[src/rtl/dram_port_arbiter.sv]
// Two-port arbiter/sequencer in front of a single DRAM controller port.
// Port 0 serves the MMU, port 1 the boot loader/DMA path. One access is in
// flight at a time: IDLE selects a requester, ISSUE strobes the controller once,
// WAIT follows busy (with a watchdog), DONE returns a one-cycle ack.
module dram_port_arbiter #(
    parameter int unsigned PRIO    = 0,     // 0: round-robin, 1: port 0 wins ties
    parameter int unsigned TIMEOUT = 4096,  // max WAIT cycles before forced completion
    parameter int unsigned CW      = 13     // watchdog width, 2**CW > TIMEOUT
) (
    input  logic        CLK,
    input  logic        RST,

    input  logic        p0_req,
    input  logic [31:0] p0_addr,
    input  logic [31:0] p0_wdata,
    input  logic        p0_we,
    input  logic [2:0]  p0_ctrl,
    output logic        p0_ack,
    output logic [31:0] p0_rdata,
    output logic        p0_err,

    input  logic        p1_req,
    input  logic [31:0] p1_addr,
    input  logic [31:0] p1_wdata,
    input  logic        p1_we,
    input  logic [2:0]  p1_ctrl,
    output logic        p1_ack,
    output logic [31:0] p1_rdata,
    output logic        p1_err,

    output logic [31:0] dram_addr,
    output logic [31:0] dram_wdata,
    output logic [2:0]  dram_ctrl,
    output logic        dram_we,
    output logic        dram_le,
    input  logic [31:0] dram_odata,
    input  logic        dram_busy,

    output logic [1:0]  grant,
    output logic        timeout_err
);

    typedef enum logic [1:0] {StIdle, StIssue, StWait, StDone} state_t;

    // Watchdog value at which a still-busy controller is given up on.
    localparam logic [CW-1:0] WdLast = CW'(TIMEOUT - 1);

    state_t        state;
    logic          owner;    // 0: port 0 owns the access, 1: port 1
    logic          rr_ptr;   // preferred port on a tie under round-robin
    logic [CW-1:0] wdog;

    logic          sel;
    logic [31:0]   sel_addr;
    logic [31:0]   sel_wdata;
    logic          sel_we;
    logic [2:0]    sel_ctrl;

    // Requester selection and operand mux for the IDLE decision.
    always_comb begin
        if (p0_req && p1_req) begin
            sel = (PRIO != 0) ? 1'b0 : rr_ptr;
        end else begin
            sel = !p0_req;
        end
        sel_addr  = sel ? p1_addr  : p0_addr;
        sel_wdata = sel ? p1_wdata : p0_wdata;
        sel_we    = sel ? p1_we    : p0_we;
        sel_ctrl  = sel ? p1_ctrl  : p0_ctrl;
    end

    // Sequencer FSM; every output is a register so strobes and acks are glitch-free.
    always_ff @(posedge CLK or posedge RST) begin
        if (RST) begin
            state       <= StIdle;
            owner       <= 1'b0;
            rr_ptr      <= 1'b0;
            wdog        <= '0;
            grant       <= 2'b00;
            dram_addr   <= '0;
            dram_wdata  <= '0;
            dram_ctrl   <= '0;
            dram_we     <= 1'b0;
            dram_le     <= 1'b0;
            p0_ack      <= 1'b0;
            p0_rdata    <= '0;
            p0_err      <= 1'b0;
            p1_ack      <= 1'b0;
            p1_rdata    <= '0;
            p1_err      <= 1'b0;
            timeout_err <= 1'b0;
        end else begin
            unique case (state)
                StIdle: begin
                    if (p0_req || p1_req) begin
                        owner      <= sel;
                        grant      <= sel ? 2'b10 : 2'b01;
                        dram_addr  <= sel_addr;
                        dram_wdata <= sel_wdata;
                        dram_ctrl  <= sel_ctrl;
                        // Strobe is registered here so it is high exactly during ISSUE.
                        dram_we    <= sel_we;
                        dram_le    <= !sel_we;
                        state      <= StIssue;
                    end
                end

                StIssue: begin
                    dram_we <= 1'b0;
                    dram_le <= 1'b0;
                    wdog    <= '0;
                    state   <= StWait;
                end

                StWait: begin
                    if (!dram_busy) begin
                        if (owner) begin
                            p1_ack   <= 1'b1;
                            p1_rdata <= dram_odata;
                        end else begin
                            p0_ack   <= 1'b1;
                            p0_rdata <= dram_odata;
                        end
                        state <= StDone;
                    end else if (wdog == WdLast) begin
                        // Controller never finished: complete with error, rdata stays 0.
                        timeout_err <= 1'b1;
                        if (owner) begin
                            p1_ack <= 1'b1;
                            p1_err <= 1'b1;
                        end else begin
                            p0_ack <= 1'b1;
                            p0_err <= 1'b1;
                        end
                        state <= StDone;
                    end else begin
                        wdog <= wdog + 1'b1;
                    end
                end

                StDone: begin
                    p0_ack   <= 1'b0;
                    p0_rdata <= '0;
                    p0_err   <= 1'b0;
                    p1_ack   <= 1'b0;
                    p1_rdata <= '0;
                    p1_err   <= 1'b0;
                    grant    <= 2'b00;
                    // Next tie goes to the port that was just not served.
                    rr_ptr   <= !owner;
                    state    <= StIdle;
                end

                default: begin
                    state <= StIdle;
                end
            endcase
        end
    end

endmodule

[config.mk]
export PLATFORM = sky130hd
export DESIGN_NAME = dram_port_arbiter
export DESIGN_NICKNAME = d
export VERILOG_FILES = /design/src/rtl/dram_port_arbiter.sv
export SDC_FILE = /design/constraint.sdc
export NUM_CORES = 1
export LEC_CHECK = 0
export CAP_MARGIN = 20
export CORE_ASPECT_RATIO = 0.7
export CORE_MARGIN = 2
export CORE_UTILIZATION = 42
export DETAILED_ROUTE_END_ITERATION = 12
export GPL_TIMING_DRIVEN = 0
export PLACE_DENSITY_LB_ADDON = 0.25
export RECOVER_POWER = 100
export SYNTH_ARGS = -nofsm -noshare
export SYNTH_HDL_FRONTEND = slang
export SYNTH_SLANG_ARGS = --single-unit
[constraint.sdc]
create_clock -name CLK -period 6.1 [get_ports CLK]
set_input_delay 0.915 -clock CLK [delete_from_list [all_inputs] [get_ports CLK]]
set_output_delay 0.915 -clock CLK [all_outputs]
set_load 0.1 [all_outputs]
## Yosys cells after proc, flatten, opt, wreduce, memory -nomap -nowiden

Index checks and enable logic that the tools add are counted.

- Register bits: 157
- Bits of input ports: 173
- Logic and storage cells: 92

- Add/subtract/negate cells: 1
- Eq/ne operators: 12
- Multiplexer cells: 41
- Reduce and logical (&&, ||, !) cells: 21

Operators with widths:

| operator | count |
|---|---|
| 32-bit 2-to-1 mux | 6 |
| 32-bit one-hot mux with 2 select lines | 2 |
| 13-bit 2-to-1 mux | 2 |
| 13-bit one-hot mux with 2 select lines | 1 |
| 1-bit 2-to-1 mux | 16 |
| 2-bit != test (second input constant) | 7 |
| 13-bit by 1-bit adder with 13-bit output (second input constant) | 1 |
| 13-bit by 12-bit == test with 1-bit output (second input constant) | 1 |
| 1-bit one-hot mux with 2 select lines | 6 |
| 3-bit AND reduction | 4 |
| 2-bit 2-to-1 mux | 5 |
| 2-bit AND reduction | 5 |
| 2-bit one-hot mux with 4 select lines | 1 |
| 4-bit AND reduction | 2 |
| 2-bit nonzero test | 4 |
| 2-bit == test (second input constant) | 2 |
| 2-bit one-hot mux with 2 select lines | 1 |
| 1-bit zero test | 3 |
| 3-bit 2-to-1 mux | 1 |
| 3-bit != test (second input constant) | 1 |
| 2-bit by 1-bit == test with 1-bit output (second input constant) | 1 |
| 2-bit zero test | 1 |
| 1-bit logical AND | 1 |
| 1-bit logical OR | 1 |

## Logic depth before layout (Yosys ltp)

- Word-level depth: 6
- Mapped depth: 9
- Gate-level depth less buffers: 6

## Least setup slack after synthesis

No wires, ideal clock.

- Path type: in2reg
- Start: input port p0_req
- End: register dram_wdata[10]
- Library setup time: 127 ps
- Data arrival time: 1,923 ps
- Setup slack: 4,050 ps
- Stages: 7
- Buffers on the path: 3
- Cells stage by stage: a21boi_1 and2_1 clkbuf_1 buf_2 buf_2 a222oi_1 inv_1

- Word-level cells in the longest chain between the ends: 3
- Elaborated cells on any way between the ends: 6
- Those cells by class: mux: 2; reduce/logical: 4

Ends and longest elaborated chain:

| element | line | RTL |
|---|---|---|
| start: declaration | 13 | `input logic p0_req,` |
| 1-bit zero test / 1-bit logical AND (equally long branches) | 64, 61 |  |
| 1-bit 2-to-1 mux | 61 | `if (p0_req && p1_req) begin` |
| 32-bit 2-to-1 mux | 67 | `sel_wdata = sel ? p1_wdata : p0_wdata;` |
| end signal: assignment | 99 | `dram_wdata <= sel_wdata;` |
| end: declaration | 32 | `output logic [31:0] dram_wdata,` |

Parallel ways exist; a longest one is shown, timed or not.
A chain may end at the register's enable or synchronous reset.

## Worst setup path after layout

- Start: input port dram_busy
- End: register p1_rdata[21]

- Word-level cells in the longest chain between the ends: 2

Ends and longest elaborated chain:

| element | line | RTL |
|---|---|---|
| start: declaration | 37 | `input logic dram_busy,` |
| 2-bit != test (no source line) | n/a |  |
| 3-bit AND reduction (no source line) | n/a |  |
| end signal: assignment | 119 | `p1_rdata <= dram_odata;` |
| end: declaration | 28 | `output logic [31:0] p1_rdata,` |

No other way between the ends.

==> impl_metrics.py <==
metrics = {
    "critical_path": {
        "cp_top_family": "buffers and inverters",
        "cp_cell_sequence": "dlygate4sd3_1 > nand3b_1 > clkbuf_1 > clkbuf_1 > mux2i_1 > o21ai_0",
        "critPathRequiredTime_ns": 6.37,
        "critical_path_class": "input pin to flop",
        "reg2reg_depth": 5,
        "worst_setup_path_end_kind": "flop",
        "path_max_fanout": 10,
        "cp_data_arrival_time_ns": 3.30,
        "r2r_end": "wdog[6]",
        "reg2reg_from": "wdog[0]",
        "crit_start": "dram_busy",
        "cp-endpoint": "p1_rdata[21]",
        "start_kind": "input pin",
        "crit_buf_inv": 3,
        "reg2reg_slack_ns": 3.24,
        "crit_cells": 6,
        "max_stage_delay_ns": 0.67,
        "path_common_cell": "clkbuf_1",
        "critPathSlowestCell": "dlygate4sd3_1",
    },
    "sta": {
        "fin_crit_ns": 3.03,
        "final_hold_viol_count": 0,
        "post-route-period-util": 0.496,
        "rsz0062_at_grt": "no",
        "tightest_slew_ns": 1.73,
        "fin_tns_setup_ns": 0,
        "worst_slack_ns": 3.07,
        "max_slew_margin": -0.170,
        "fmax_mhz": 330,
        "final-max-slew-violation-count": 11,
        "report.final.setup_viol": 0,
        "skew_ns": 0.0129,
    },
    "route": {
        "num_vias": 6458,
        "drt_pre_antenna_iters": 9,
        "wl_um": 23400,
        "post_drt_wl_per_cell_um": 19.4,
        "ant_nets": 0,
        "drc": 0,
        "drt-vias-per-instance": 5.34,
        "drt_iter0_drc": 879,
    },
    "global_route": {
        "grt_pass1_wl_um": 36600,
        "antenna_found_initial": 0,
        "overflow": 0,
        "grt_pass1_vias": 6486,
        "grt.total_usage": 0.271,
        "grt_max_degree": 129,
    },
    "logic_synthesis": {
        "yosys.area.top_type_share": 0.569,
        "yosys.area.top_type": "dfrtp_1",
        "synth.most_common_cell": "dfrtp_1",
        "synth-seq-cells": 157,
        "synth_area_um2": 6910,
        "synth_nets": 818,
        "synth_ff_type": "dfrtp_1",
        "avgSynthCellArea_um2": 10.8,
        "synthTopCellsByCount": "dfrtp_1, inv_1, o21ai_0, a222oi_1, nand2_1",
        "async_flop_share": 1.00,
        "synth.distinct_cells": 40,
        "ys_seq_area_frac": 0.569,
        "synth_enable_flop_cells": 0,
        "synth.area.top_cells": "dfrtp_1, a222oi_1, mux2i_1",
        "yosys_warnings": 0,
        "synthCells": 639,
    },
    "floorplan": {
        "die_h_um": 111,
        "ioPinCount": 313,
        "rows": 39,
        "core_um2": 16200,
        "start_util": 0.426,
        "die-area_um2": 17500,
        "die_w_um": 157,
    },
    "placed_design": {
        "place_hpwl_um": 17400,
        "place_ws_ns": 3.10,
        "dpl_cell_area_um2": 10300,
        "gp_congestion": 0.850,
        "dp_cells": 1177,
        "portBuffers": 312,
    },
    "clock_tree": {
        "clk_pin_slew_ns": 0.07,
        "clock_latency_ns": 0.41,
        "numClockSinks": 157,
        "cts_resized": 0,
        "cts_setup_buffers": 0,
        "cts_max_path_buffers": 2,
        "cts_made_buffers": 17,
        "cts-root-buf": "clkbuf_16",
        "tritoncts": "done",
        "hold_buffers": 0,
        "h-tree-depth": 4,
    },
    "final_layout": {
        "post-route-cell-area_um2": 10900,
        "multi_input_area_um2": 2450,
        "fill_cells": 1309,
        "area_growth_pct": 57.6,
        "seq_area_um2": 3930,
        "final_cells": 1209,
        "drive_gt1_frac": 0.0437,
        "diodes": 0,
        "final_nets": 1150,
    },
    "run_status": {
        "violations": "capacitance limit, slew limit",
        "status": "finished with violations",
    },
    "min_path": {
        "hp-start": "timeout_err",
        "hold_class": "flop to flop",
    },
    "run": {
        "maxCapViolations": 2,
    },
}
==> worst register-to-register path, stage by stage, from the launching register on <==
cell and delay (ns):
dfrtp_1 0.39, ha_1 0.23, nand3_1 0.21, o41ai_1 1.47, o311ai_0 0.32, o41ai_1 0.13
==> state kept, by name, indices dropped and copies added (netlist names) <==
name         count
state            2
rr_ptr           1
timeout_err      1
grant            2
p1_ack           1
dram_we          1
dram_wdata      32
dram_ctrl        3
p0_err           1
dram_addr       32
dram_le          1
p0_ack           1
p0_rdata        32
wdog            13
p1_rdata        32
owner            1
p1_err           1
==> how the worst min path moves through the flow <==
stage / to / slack, ns / cells after the start
5_1_grt: timeout_err / 0.48 / 1
3_3_place_gp: timeout_err / 0.44 / 1
6_report: timeout_err / 0.45 / 1
3_5_place_dp: timeout_err / 0.45 / 1
2_1_floorplan: wdog[11] / 0.45 / 1
4_1_cts: timeout_err / 0.47 / 1
==> cell usage in the layout (no fill, tap or decap), drive strengths merged <==
| cell | synthesis | layout |
|---|---|---|
| o21ai | 74 | 74 |
| clkbuf | 36 | 61 |
| dfrtp | 157 | 157 |
| nor2 | 7 | 7 |
| o211a | 2 | 2 |
| ha | 6 | 6 |
| dlygate4sd3 | 0 | 143 |
| mux2 | 3 | 3 |
| nand2b | 34 | 34 |
| nand3b | 2 | 2 |
| and3 | 1 | 1 |
| nand4 | 4 | 4 |
| inv | 75 | 80 |
| o311ai | 4 | 4 |
| mux2i | 37 | 37 |
| clkdlybuf4s50 | 0 | 169 |
| clkinvlp | 0 | 3 |
| a21oi | 7 | 7 |
| a222oi | 67 | 67 |
| clkinv | 0 | 3 |
| o211ai | 3 | 3 |
| nor4 | 2 | 2 |
| nor3 | 2 | 2 |
| a31oi | 4 | 4 |
| nor3b | 1 | 1 |
| buf | 15 | 11 |
| nand3 | 38 | 38 |
| nand2 | 43 | 43 |
| or3 | 2 | 2 |
| bufinv | 0 | 1 |
| o31ai | 4 | 4 |
| o41ai | 3 | 3 |
| and2 | 2 | 2 |
| a21boi | 2 | 2 |
| a21o | 2 | 2 |
==> per-stage QoR <==
stage | util | hold slack, ns
CTS | 0.675 | 0.466
finish | 0.672 | 0.454
global placement | 0.636 | 0.443
global route | 0.672 | 0.483
detailed placement | 0.639 | 0.454
floorplan | - | 0.445
==> cell families after synthesis <==
kind of cell,count (synthesis),synth area share
AO/OA/AOI/OAI,172,0.187
adder cells (fa/ha/maj),6,0.0109
buffers and inverters,126,0.0716
flip-flops,157,0.569
multiplexers,40,0.0585
AND/OR/NAND/NOR,138,0.103
==> layer usage <==
layer  GRT usage  vias up  wire (um)
li1            -     2998          -
met1       0.395     3185      10500
met2       0.406      241      10900
met3      0.0582       34       1630
met4      0.0824        0        473
met5           0        -          0
==> layout make-up <==
class                   instances  share of cell area
plain buffers                  51              0.0190
multi-input cells             356               0.225
well taps                     225              0.0259
inverters                      75              0.0260
flip-flops and latches        157               0.361
repair buffers                313               0.289
clock buffers                  20              0.0420
clock inverters                12              0.0116
Power is not shown: default switching activity piles up to over one toggle a cycle in this logic, so the estimate is an artifact.
